`config.mk`:
```
export PLATFORM = sky130hd
export DESIGN_NAME = tt_um_murra232_delay_line
export DESIGN_NICKNAME = d
export VERILOG_FILES = /design/src/rtl/tt_delay_pkg.sv /design/src/rtl/delay_stage.sv /design/src/rtl/tt_um_murra232_delay_line.sv
export SDC_FILE = /design/constraint.sdc
export NUM_CORES = 1
export LEC_CHECK = 0
export CAP_MARGIN = 20
export CELL_PAD_IN_SITES_DETAIL_PLACEMENT = 1
export CELL_PAD_IN_SITES_GLOBAL_PLACEMENT = 1
export CORE_UTILIZATION = 43
export DETAILED_ROUTE_END_ITERATION = 6
export PLACE_DENSITY = 0.94
export SETUP_SLACK_MARGIN = 0.05
export SYNTH_ARGS = -nofsm -noshare
export SYNTH_HDL_FRONTEND = slang
export SYNTH_SLANG_ARGS = --single-unit
```
`constraint.sdc`:
```
create_clock -name clk -period 2.6 [get_ports clk]
set_input_delay 0.65 -clock clk [delete_from_list [all_inputs] [get_ports clk]]
set_output_delay 0.65 -clock clk [all_outputs]
set_load 0.005 [all_outputs]
```
`src/rtl/tt_delay_pkg.sv`:
```
// Shared definitions for the clock-enabled delay line tile: default sizing,
// pin bit positions on the Tiny Tapeout user ports, and the stage record.
package tt_delay_pkg;

   localparam int DEF_WIDTH = 4;
   localparam int DEF_DEPTH = 8;
   localparam int MAX_WIDTH = 4;

   // ui_in control bit positions (data occupies [WIDTH-1:0])
   localparam int VIN   = 4;
   localparam int EN    = 5;
   localparam int SCLR  = 6;
   localparam int TAPLD = 7;

   // uo_out status bit positions (dout occupies [WIDTH-1:0])
   localparam int VOUT  = 4;
   localparam int FULL  = 5;
   localparam int EMPTY = 6;
   localparam int DROP  = 7;

   // One pipeline slot; data is sized for the widest legal WIDTH and the
   // bits above WIDTH are always held at zero by the top level.
   typedef struct packed {
      logic                 valid;
      logic [MAX_WIDTH-1:0] data;
   } stage_t;

endpackage

```
`src/rtl/delay_stage.sv`:
```
// One {valid, data} slot of the delay line with advance enable and
// synchronous clear; clear takes priority over advance.
module delay_stage
   import tt_delay_pkg::*;
(
   input  logic   clk,
   input  logic   rst_n,
   input  logic   clr_i,
   input  logic   en_i,
   input  stage_t d_i,
   output stage_t q_o
);

   stage_t stage_q;

   // Reset, then clear, then advance; otherwise the slot holds.
   always_ff @(posedge clk) begin
      if (!rst_n) begin
         stage_q <= '0;
      end else if (clr_i) begin
         stage_q <= '0;
      end else if (en_i) begin
         stage_q <= d_i;
      end
   end

   assign q_o = stage_q;

endmodule

```
`src/rtl/tt_um_murra232_delay_line.sv`:
```
// WIDTH-bit, DEPTH-stage delay line with per-sample valid bits, a run-time
// output tap, occupancy flags and a one-cycle drop pulse when a valid sample
// falls off the end of the pipe.
module tt_um_murra232_delay_line
   import tt_delay_pkg::*;
#(
   parameter int WIDTH = DEF_WIDTH,
   parameter int DEPTH = DEF_DEPTH
) (
   input  logic       clk,
   input  logic       rst_n,
   input  logic       ena,
   input  logic [7:0] ui_in,
   input  logic [7:0] uio_in,
   output logic [7:0] uo_out,
   output logic [7:0] uio_out,
   output logic [7:0] uio_oe
);

   localparam int TAPW = $clog2(DEPTH);
   localparam logic [TAPW:0] CNT_FULL = (TAPW+1)'(DEPTH);

   // Control decode
   logic vin, en, sclr, tap_ld;
   assign vin    = ui_in[VIN];
   assign en     = ui_in[EN];
   assign sclr   = ui_in[SCLR];
   assign tap_ld = ui_in[TAPLD];

   // Incoming sample, zero-padded above WIDTH so unused dout bits read 0.
   stage_t din_s;
   always_comb begin
      din_s                   = '0;
      din_s.valid             = vin;
      din_s.data[WIDTH-1:0]   = ui_in[WIDTH-1:0];
   end

   // Stage chain
   stage_t s_q [DEPTH];

   for (genvar i = 0; i < DEPTH; i++) begin : g_stage
      if (i == 0) begin : g_head
         delay_stage u_stage (
            .clk   (clk),
            .rst_n (rst_n),
            .clr_i (sclr),
            .en_i  (en),
            .d_i   (din_s),
            .q_o   (s_q[0])
         );
      end else begin : g_body
         delay_stage u_stage (
            .clk   (clk),
            .rst_n (rst_n),
            .clr_i (sclr),
            .en_i  (en),
            .d_i   (s_q[i-1]),
            .q_o   (s_q[i])
         );
      end
   end

   logic last_vld;
   assign last_vld = s_q[DEPTH-1].valid;

   // Tap, occupancy and drop state
   logic [TAPW-1:0] tap_q;
   logic [TAPW:0]   cnt_q, cnt_d;
   logic            drop_q, drop_d;

   // Occupancy tracks net valid samples entering vs. leaving the whole pipe;
   // simultaneous in/out cancels, so the count can never leave 0..DEPTH.
   always_comb begin
      cnt_d  = cnt_q;
      drop_d = 1'b0;
      if (en) begin
         drop_d = last_vld;
         if (vin && !last_vld) begin
            cnt_d = cnt_q + 1'b1;
         end else if (!vin && last_vld) begin
            cnt_d = cnt_q - 1'b1;
         end
      end
   end

   // Counter/drop obey reset > clear > advance; tap loads regardless of clear.
   always_ff @(posedge clk) begin
      if (!rst_n) begin
         tap_q  <= '0;
         cnt_q  <= '0;
         drop_q <= 1'b0;
      end else begin
         if (sclr) begin
            cnt_q  <= '0;
            drop_q <= 1'b0;
         end else begin
            cnt_q  <= cnt_d;
            drop_q <= drop_d;
         end
         if (tap_ld) begin
            tap_q <= uio_in[TAPW-1:0];
         end
      end
   end

   // Output tap is a pure mux off registered stages, so a new tap shows on
   // the cycle right after it is loaded, even while the pipe is stalled.
   stage_t tap_s;
   assign tap_s = s_q[tap_q];

   always_comb begin
      uo_out             = '0;
      uo_out[WIDTH-1:0]  = tap_s.data[WIDTH-1:0];
      uo_out[VOUT]       = tap_s.valid;
      uo_out[FULL]       = (cnt_q == CNT_FULL);
      uo_out[EMPTY]      = (cnt_q == '0);
      uo_out[DROP]       = drop_q;
   end

   assign uio_out = '0;
   assign uio_oe  = '0;

   // Pins the tile does not consume.
   logic unused_pins;
   assign unused_pins = &{1'b0, ena, ui_in, uio_in, tap_s.data};

endmodule

```
---- Yosys cells after proc, flatten, opt, wreduce, memory -nomap -nowiden ----
Cells that the tools add are included.
storage, ports and cells
  bits in registers ....................... 48
  bits in latches ......................... 0
  bits in writable memories ............... 0
  memory bits (read-only) ................. 0
  input port bits ......................... 19
  output and inout port bits .............. 24
  word-level logic and storage cells ...... 40
  memories ................................ 0
cells by class
  add/sub/neg operators ................... 2
  multiply operators ...................... 0
  div/mod/pow operators ................... 0
  order comparisons ....................... 1
  equality and inequality tests ........... 1
  shifts and indexed selects .............. 0
  mux-type cells .......................... 5
  bitwise logic cells ..................... 3
  reductions and logical operators ........ 9
operators by type and width
  kind                                               number
  binary-select mux 5 bit (select 3 bit)             1
  2-to-1 mux 5 bit                                   2
  2-to-1 mux 4 bit                                   2
  adder 4 x 1 -> 4 bit (second input constant)       1
  == test 4 bit (second input constant)              1
  >= comparator 4 bit (second input constant)        1
  zero test 4 bit                                    1
  inverter 3 -> 4 bit                                1
  subtractor 4 x 1 -> 4 bit (second input constant)  1
  OR reduction 3 bit                                 1
  logical AND 1 bit                                  2
  zero test 1 bit                                    2
  inverter 1 bit                                     2
  AND reduction 2 bit                                1
  nonzero test 2 bit                                 1
  OR reduction 2 bit                                 1

---- Logic depth before layout (Yosys ltp) ----
Gate-level depths: netlist of the first run.
  depth in word-level cells ............... 4
  gate-level depth with buffers ........... 8
  depth with buffers taken out ............ 8

---- Hierarchy ----
Synthesis of the first run repeated with hierarchy kept, for this count alone.
second synthesis, totals
  cells, all modules ...................... 214
  area, all modules ....................... 2,374.8 µm²
by module, submodules not included
  module                     instances  cells an instance  area each (µm²)  seq. area each (µm²)
  delay_stage                8          17                 186.4            100.1
  tt_um_murra232_delay_line  1          78                 883.3            160.2

---- Worst setup path before layout of the first run ----
OpenSTA, ideal clock, no wires.
  path kind ............................... input port to flip-flop
  from .................................... input port ui_in[4]
  to ...................................... register cnt_q[3]
  setup time .............................. 72 ps
  arrival time ............................ 1,903 ps
  required time ........................... 2,528 ps
  setup slack ............................. 626 ps
  cell stages on the path ................. 7
  buffers on the path ..................... 0
  cells stage by stage .................... ha_1 -> inv_1 -> ha_1 -> a21o_1 -> a21oi_1 -> mux2i_1 -> mux2i_1
between the ends
  cells in the longest elaborated chain, start to end .. 4
  elaborated cells between the ends (all ways) .. 6
  those cells by class .................... 1 x mux; 5 x reduce/logical
ends and longest elaborated chain
  element                        RTL line                         text
  start, declared                tt_um_murra232_delay_line.sv:13  input logic [7:0] ui_in,
  zero test 1 bit                tt_um_murra232_delay_line.sv:80  end else if (!vin && last_vld) begin
  logical AND 1 bit              tt_um_murra232_delay_line.sv:80
  nonzero test 2 bit (no line)   -
  AND reduction 2 bit (no line)  -
  end signal, assigned           tt_um_murra232_delay_line.sv:97  cnt_q <= cnt_d;
  end, declared                  tt_um_murra232_delay_line.sv:68  logic [TAPW:0] cnt_q, cnt_d;
Parallel ways exist; a longest one is shown, timed or not.
A chain may end at the register's enable or synchronous reset.

---- Worst setup path after layout of the first run ----
  from .................................... register tap_q[1]
  to ...................................... output port uo_out[3]
between the ends
  cells in the longest elaborated chain, start to end .. 4
ends and longest elaborated chain
  element                                              RTL line                          text
  start, declared                                      tt_um_murra232_delay_line.sv:67   logic [TAPW-1:0] tap_q;
  start signal, assigned                               tt_um_murra232_delay_line.sv:101  tap_q <= uio_in[TAPW-1:0];
  inverter 3 -> 4 bit (implied by the code)            tt_um_murra232_delay_line.sv:109  assign tap_s = s_q[tap_q];
  binary-select mux 5 bit (select 3 bit)               tt_um_murra232_delay_line.sv:109
  2-to-1 mux 5 bit (implied by the code) (2 in a row)  tt_um_murra232_delay_line.sv:109
  end, declared                                        tt_um_murra232_delay_line.sv:15   output logic [7:0] uo_out,
Every way passes these cells. The select of a mux whose other input is x is not followed.

==> impl_metrics.env, run 1 <==
export IMPL_wl_per_cell_um=14.0
export IMPL_htree_levels=2
export IMPL_fin_nets=250
export IMPL_yosys_area_share_xor_xnor_pct=0.769
export IMPL_path_clk_slew_ns=0.09
export IMPL_critPathMaxFanout=8
export IMPL_timing_rr_start="g_stage[7].g_body.u_stage.q_o[4]$_SDFFE_PP0P_"
export IMPL_synth_fa_ha_area_share_pct=2.53
export IMPL_p_sw_uw=324
export IMPL_setup_viol=0
export IMPL_path_class="flip-flop to output port"
export IMPL_clock_sinks=48
export IMPL_cts_tree="yes"
export IMPL_portBuffers=20
export IMPL_vdd_ir_drop_max_v=0.000297
export IMPL_startpoint_type="flip-flop"
export IMPL_finalSetupTns_ns=0
export IMPL_hold_path_end="g_stage[7].g_body.u_stage.q_o[0]$_SDFFE_PP0P_"
export IMPL_period_minus_slack_ns=2.51
export IMPL_first_pass_iters=4
export IMPL_core_area_sq_um=5110
export IMPL_cts_root_buf="clkbuf_8"
export IMPL_slew_headroom_pct=55.4
export IMPL_yosysWarnings=0
export IMPL_grt_overflow_total=0
export IMPL_syn_area_sq_um=2280
export IMPL_cp_arrival_ns=1.86
export IMPL_fp_dieH_um=74.8
export IMPL_grt_max_degree=42
export IMPL_fp_dieW_um=74.8
export IMPL_gp_congestion=0.737
export IMPL_min_from="g_stage[7].g_body.u_stage.q_o[0]$_SDFFE_PP0P_"
export IMPL_synth_distinct_cells=24
export IMPL_min_period_over_period_pct=96.6
export IMPL_numCtsBuffers=5
export IMPL_r2r_cells=8
export IMPL_power_per_cell_area_nw_per_um2=550
export IMPL_drc=0
export IMPL_maxCapViolCount=0
export IMPL_antenna_found_initial=0
export IMPL_hold_violations=0
export IMPL_ioPinCount=43
export IMPL_synth_top_area_share_pct=42.2
export IMPL_dp_hpwl_um=2770
export IMPL_viasPerCell=4.96
export IMPL_grt_usage_pct=16.9
export IMPL_pwr_share_seq_pct=52.7
export IMPL_syn2layout_area_growth_pct=13.9
export IMPL_worst_setup_path_end_kind="output port"
export IMPL_synth_area_top_cells="dfxtp_1 42%, mux2i_1 20%, mux4_1 9.2%, nor2_1 7.1%, buf_4 5.6%"
export IMPL_swShare_pct=22.7
export IMPL_synth_area_leader_cell="dfxtp_1"
export IMPL_vias=1478
export IMPL_synth_compound_area_share_pct=0.879
export IMPL_synth_top_family_by_area="multiplexers"
export IMPL_p_clk_share_pct=37.5
export IMPL_skew_ns=0.00829
export IMPL_clockBufferDepth=2
export IMPL_clock_latency_ns=0.31
export IMPL_r2r_end="cnt_q[3]$_SDFFE_PP0P_"
export IMPL_diodes=0
export IMPL_yosysSeqAreaShare_pct=42.2
export IMPL_r2r_setup_slack_ns=0.75
export IMPL_holdPathStages=2
export IMPL_post_synth_cell_area_avg_sq_um=11.0
export IMPL_die_area_sq_um=5590
export IMPL_synthCells=208
export IMPL_row_count=26
export IMPL_p_comb_share_pct=9.8
export IMPL_synthSimpleGateAreaFrac_pct=10.4
export IMPL_tightest_slew_ns=0.668
export IMPL_start_util_pct=44.6
export IMPL_dp_slack_ns=0.00790
export IMPL_ys_ff_latch=48
export IMPL_ant_nets=0
export IMPL_grt_pass1_vias=1521
export IMPL_fmax_mhz=398
export IMPL_worst_slack_ns=0.0889
export IMPL_status="finished clean"
export IMPL_synthMuxAreaShare_pct=33.9
export IMPL_drt_iter0_drc=49
export IMPL_drive_gt1_share_pct=13.6
export IMPL_rsz0062_at_grt="true"
export IMPL_p_int_mw=1.10
export IMPL_grt_first_pass_wirelength_um=6920
export IMPL_critical_path_required_ns=1.95
export IMPL_hold_path_class="flip-flop to flip-flop"
export IMPL_drt_wl_total_um=4180
export IMPL_report_final_slew_viol_count=0
export IMPL_leakagePower_nw=1.11
[kinds of logic (layout without fill, tap and decap cells)]
family,count (synthesis),after routing
AOI/OAI and AO/OA,3,3
xor gates and xnor gates,2,2
adders and majority gates,4,4
buffers and inverters,33,38
DFF,48,48
muxes,61,61
other,1,16
and+or+nand+nor,56,56
[power groups by stage]
stage               Clock, mW  Combinational, mW  Sequential [mW]
finish                  0.536              0.140            0.752
global route            0.579              0.155            0.754
CTS                     0.552              0.141            0.752
detailed placement          0              0.137            0.769
global placement            0              0.134            0.769
floorplan                   0              0.107            0.765
[layer usage]
metal  vias up  part of all wire, %  global-route usage (%)
met5         -                    0                       0
met4         0                  2.2                    9.22
met3         9                  3.3                    3.48
met2        30                   49                    28.9
met1       727                   46                    19.9
li1        712                    -                       -
[what timing repair did]
action,in CTS,in global routing
gates resized for setup,11,2
buffers inserted,3,0
hold buffers,0,0
gates cloned,0,0
setup endpoints to repair,5,4
[cells in the mapped netlist]
master     n
dfxtp_1   48
mux2i_1   46
nor2_1    43
buf_4     17
mux4_1     8
clkbuf_1   7
buf_2      5
mux2_2     5
nor2b_1    5
ha_1       3
nand2_1    3
buf_6      2
inv_1      2
mux4_2     2
nand2b_1   2
xnor2_1    2
a211oi_1   1
a21o_1     1
a21oi_1    1
and3_1     1
conb_1     1
fa_1       1
nor4_1     1
nor4b_1    1
[cells in the final DEF (no fill, tap or decap)]
cell type	instances
buf_2	1
a21oi_1	1
buf_4	5
a21o_1	1
a211oi_1	1
nor2b_1	5
clkbuf_1	1
nand2_1	3
mux4_1	2
dfxtp_1	46
clkdlybuf4s50_1	14
bufinv_16	1
and3_1	1
xnor2_1	2
ha_1	3
clkinv_2	1
nor4_1	1
nand2b_1	2
dfxtp_2	2
fa_1	1
mux2_2	5
dlygate4sd2_1	5
conb_1	16
mux4_2	8
clkbuf_8	5
inv_1	2
mux2i_1	46
nor2_1	43
nor4b_1	1
buf_12	3
[worst max-delay path by stage]
stage,startpoint,to,slack (ns),cells past startpoint
after floorplan,ui_in[4],cnt_q[3]$_SDFFE_PP0P_,0.63,7
after global placement,ui_in[4],cnt_q[3]$_SDFFE_PP0P_,0.07,8
after detailed placement,ui_in[4],cnt_q[3]$_SDFFE_PP0P_,0.008,8
after CTS,tap_q[1]$_SDFFE_PN0P_,uo_out[3],0.06,4
after global routing,tap_q[1]$_SDFFE_PN0P_,uo_out[3],0.02,4
final,tap_q[1]$_SDFFE_PN0P_,uo_out[3],0.09,4
[cell type report]
class | instances | area [sq um]
fillers | 565 | 2510
multi-input cells | 142 | 1140
flip-flops and latches | 48 | 963
repair buffers | 28 | 287
well taps | 70 | 87.6
clock buffers | 6 | 72.6
clock inverters | 2 | 35.0
inverters | 2 | 7.51
[state kept, by name (all words and copies together), names as in the netlist]
| signal | count |
|---|---|
| cnt_q | 4 |
| drop_q | 1 |
| g_stage.g_body.u_stage.q_o | 35 |
| g_stage.g_head.u_stage.q_o | 5 |
| tap_q | 3 |
[through the flow]
stage	utilization, %	instance area [sq um]	hold WS, ns	power (mW)	instances
6_report	50.8	2590	0.497	1.43	298
5_1_grt	50.8	2590	0.543	1.49	298
4_1_cts	51.0	2600	0.507	1.45	298
3_5_place_dp	48.8	2490	0.483	0.906	287
3_3_place_gp	48.8	2490	0.467	0.902	287
2_1_floorplan	-	2330	0.451	0.872	223
[critical path: stages (launching register included)]
cell and delay, ns:
dfxtp_2 0.35, buf_12 0.13, mux4_1 0.53, mux2_2 0.28, dlygate4sd2_1 0.26
Power figures use the tool's default switching activity.
==> inputs of run 2 (changes only) <==
HOLD_SLACK_MARGIN = 0.1   (was not set)
==> results of run 2 <==
The final DEF is identical to that of run 1; final timing and power are the same.
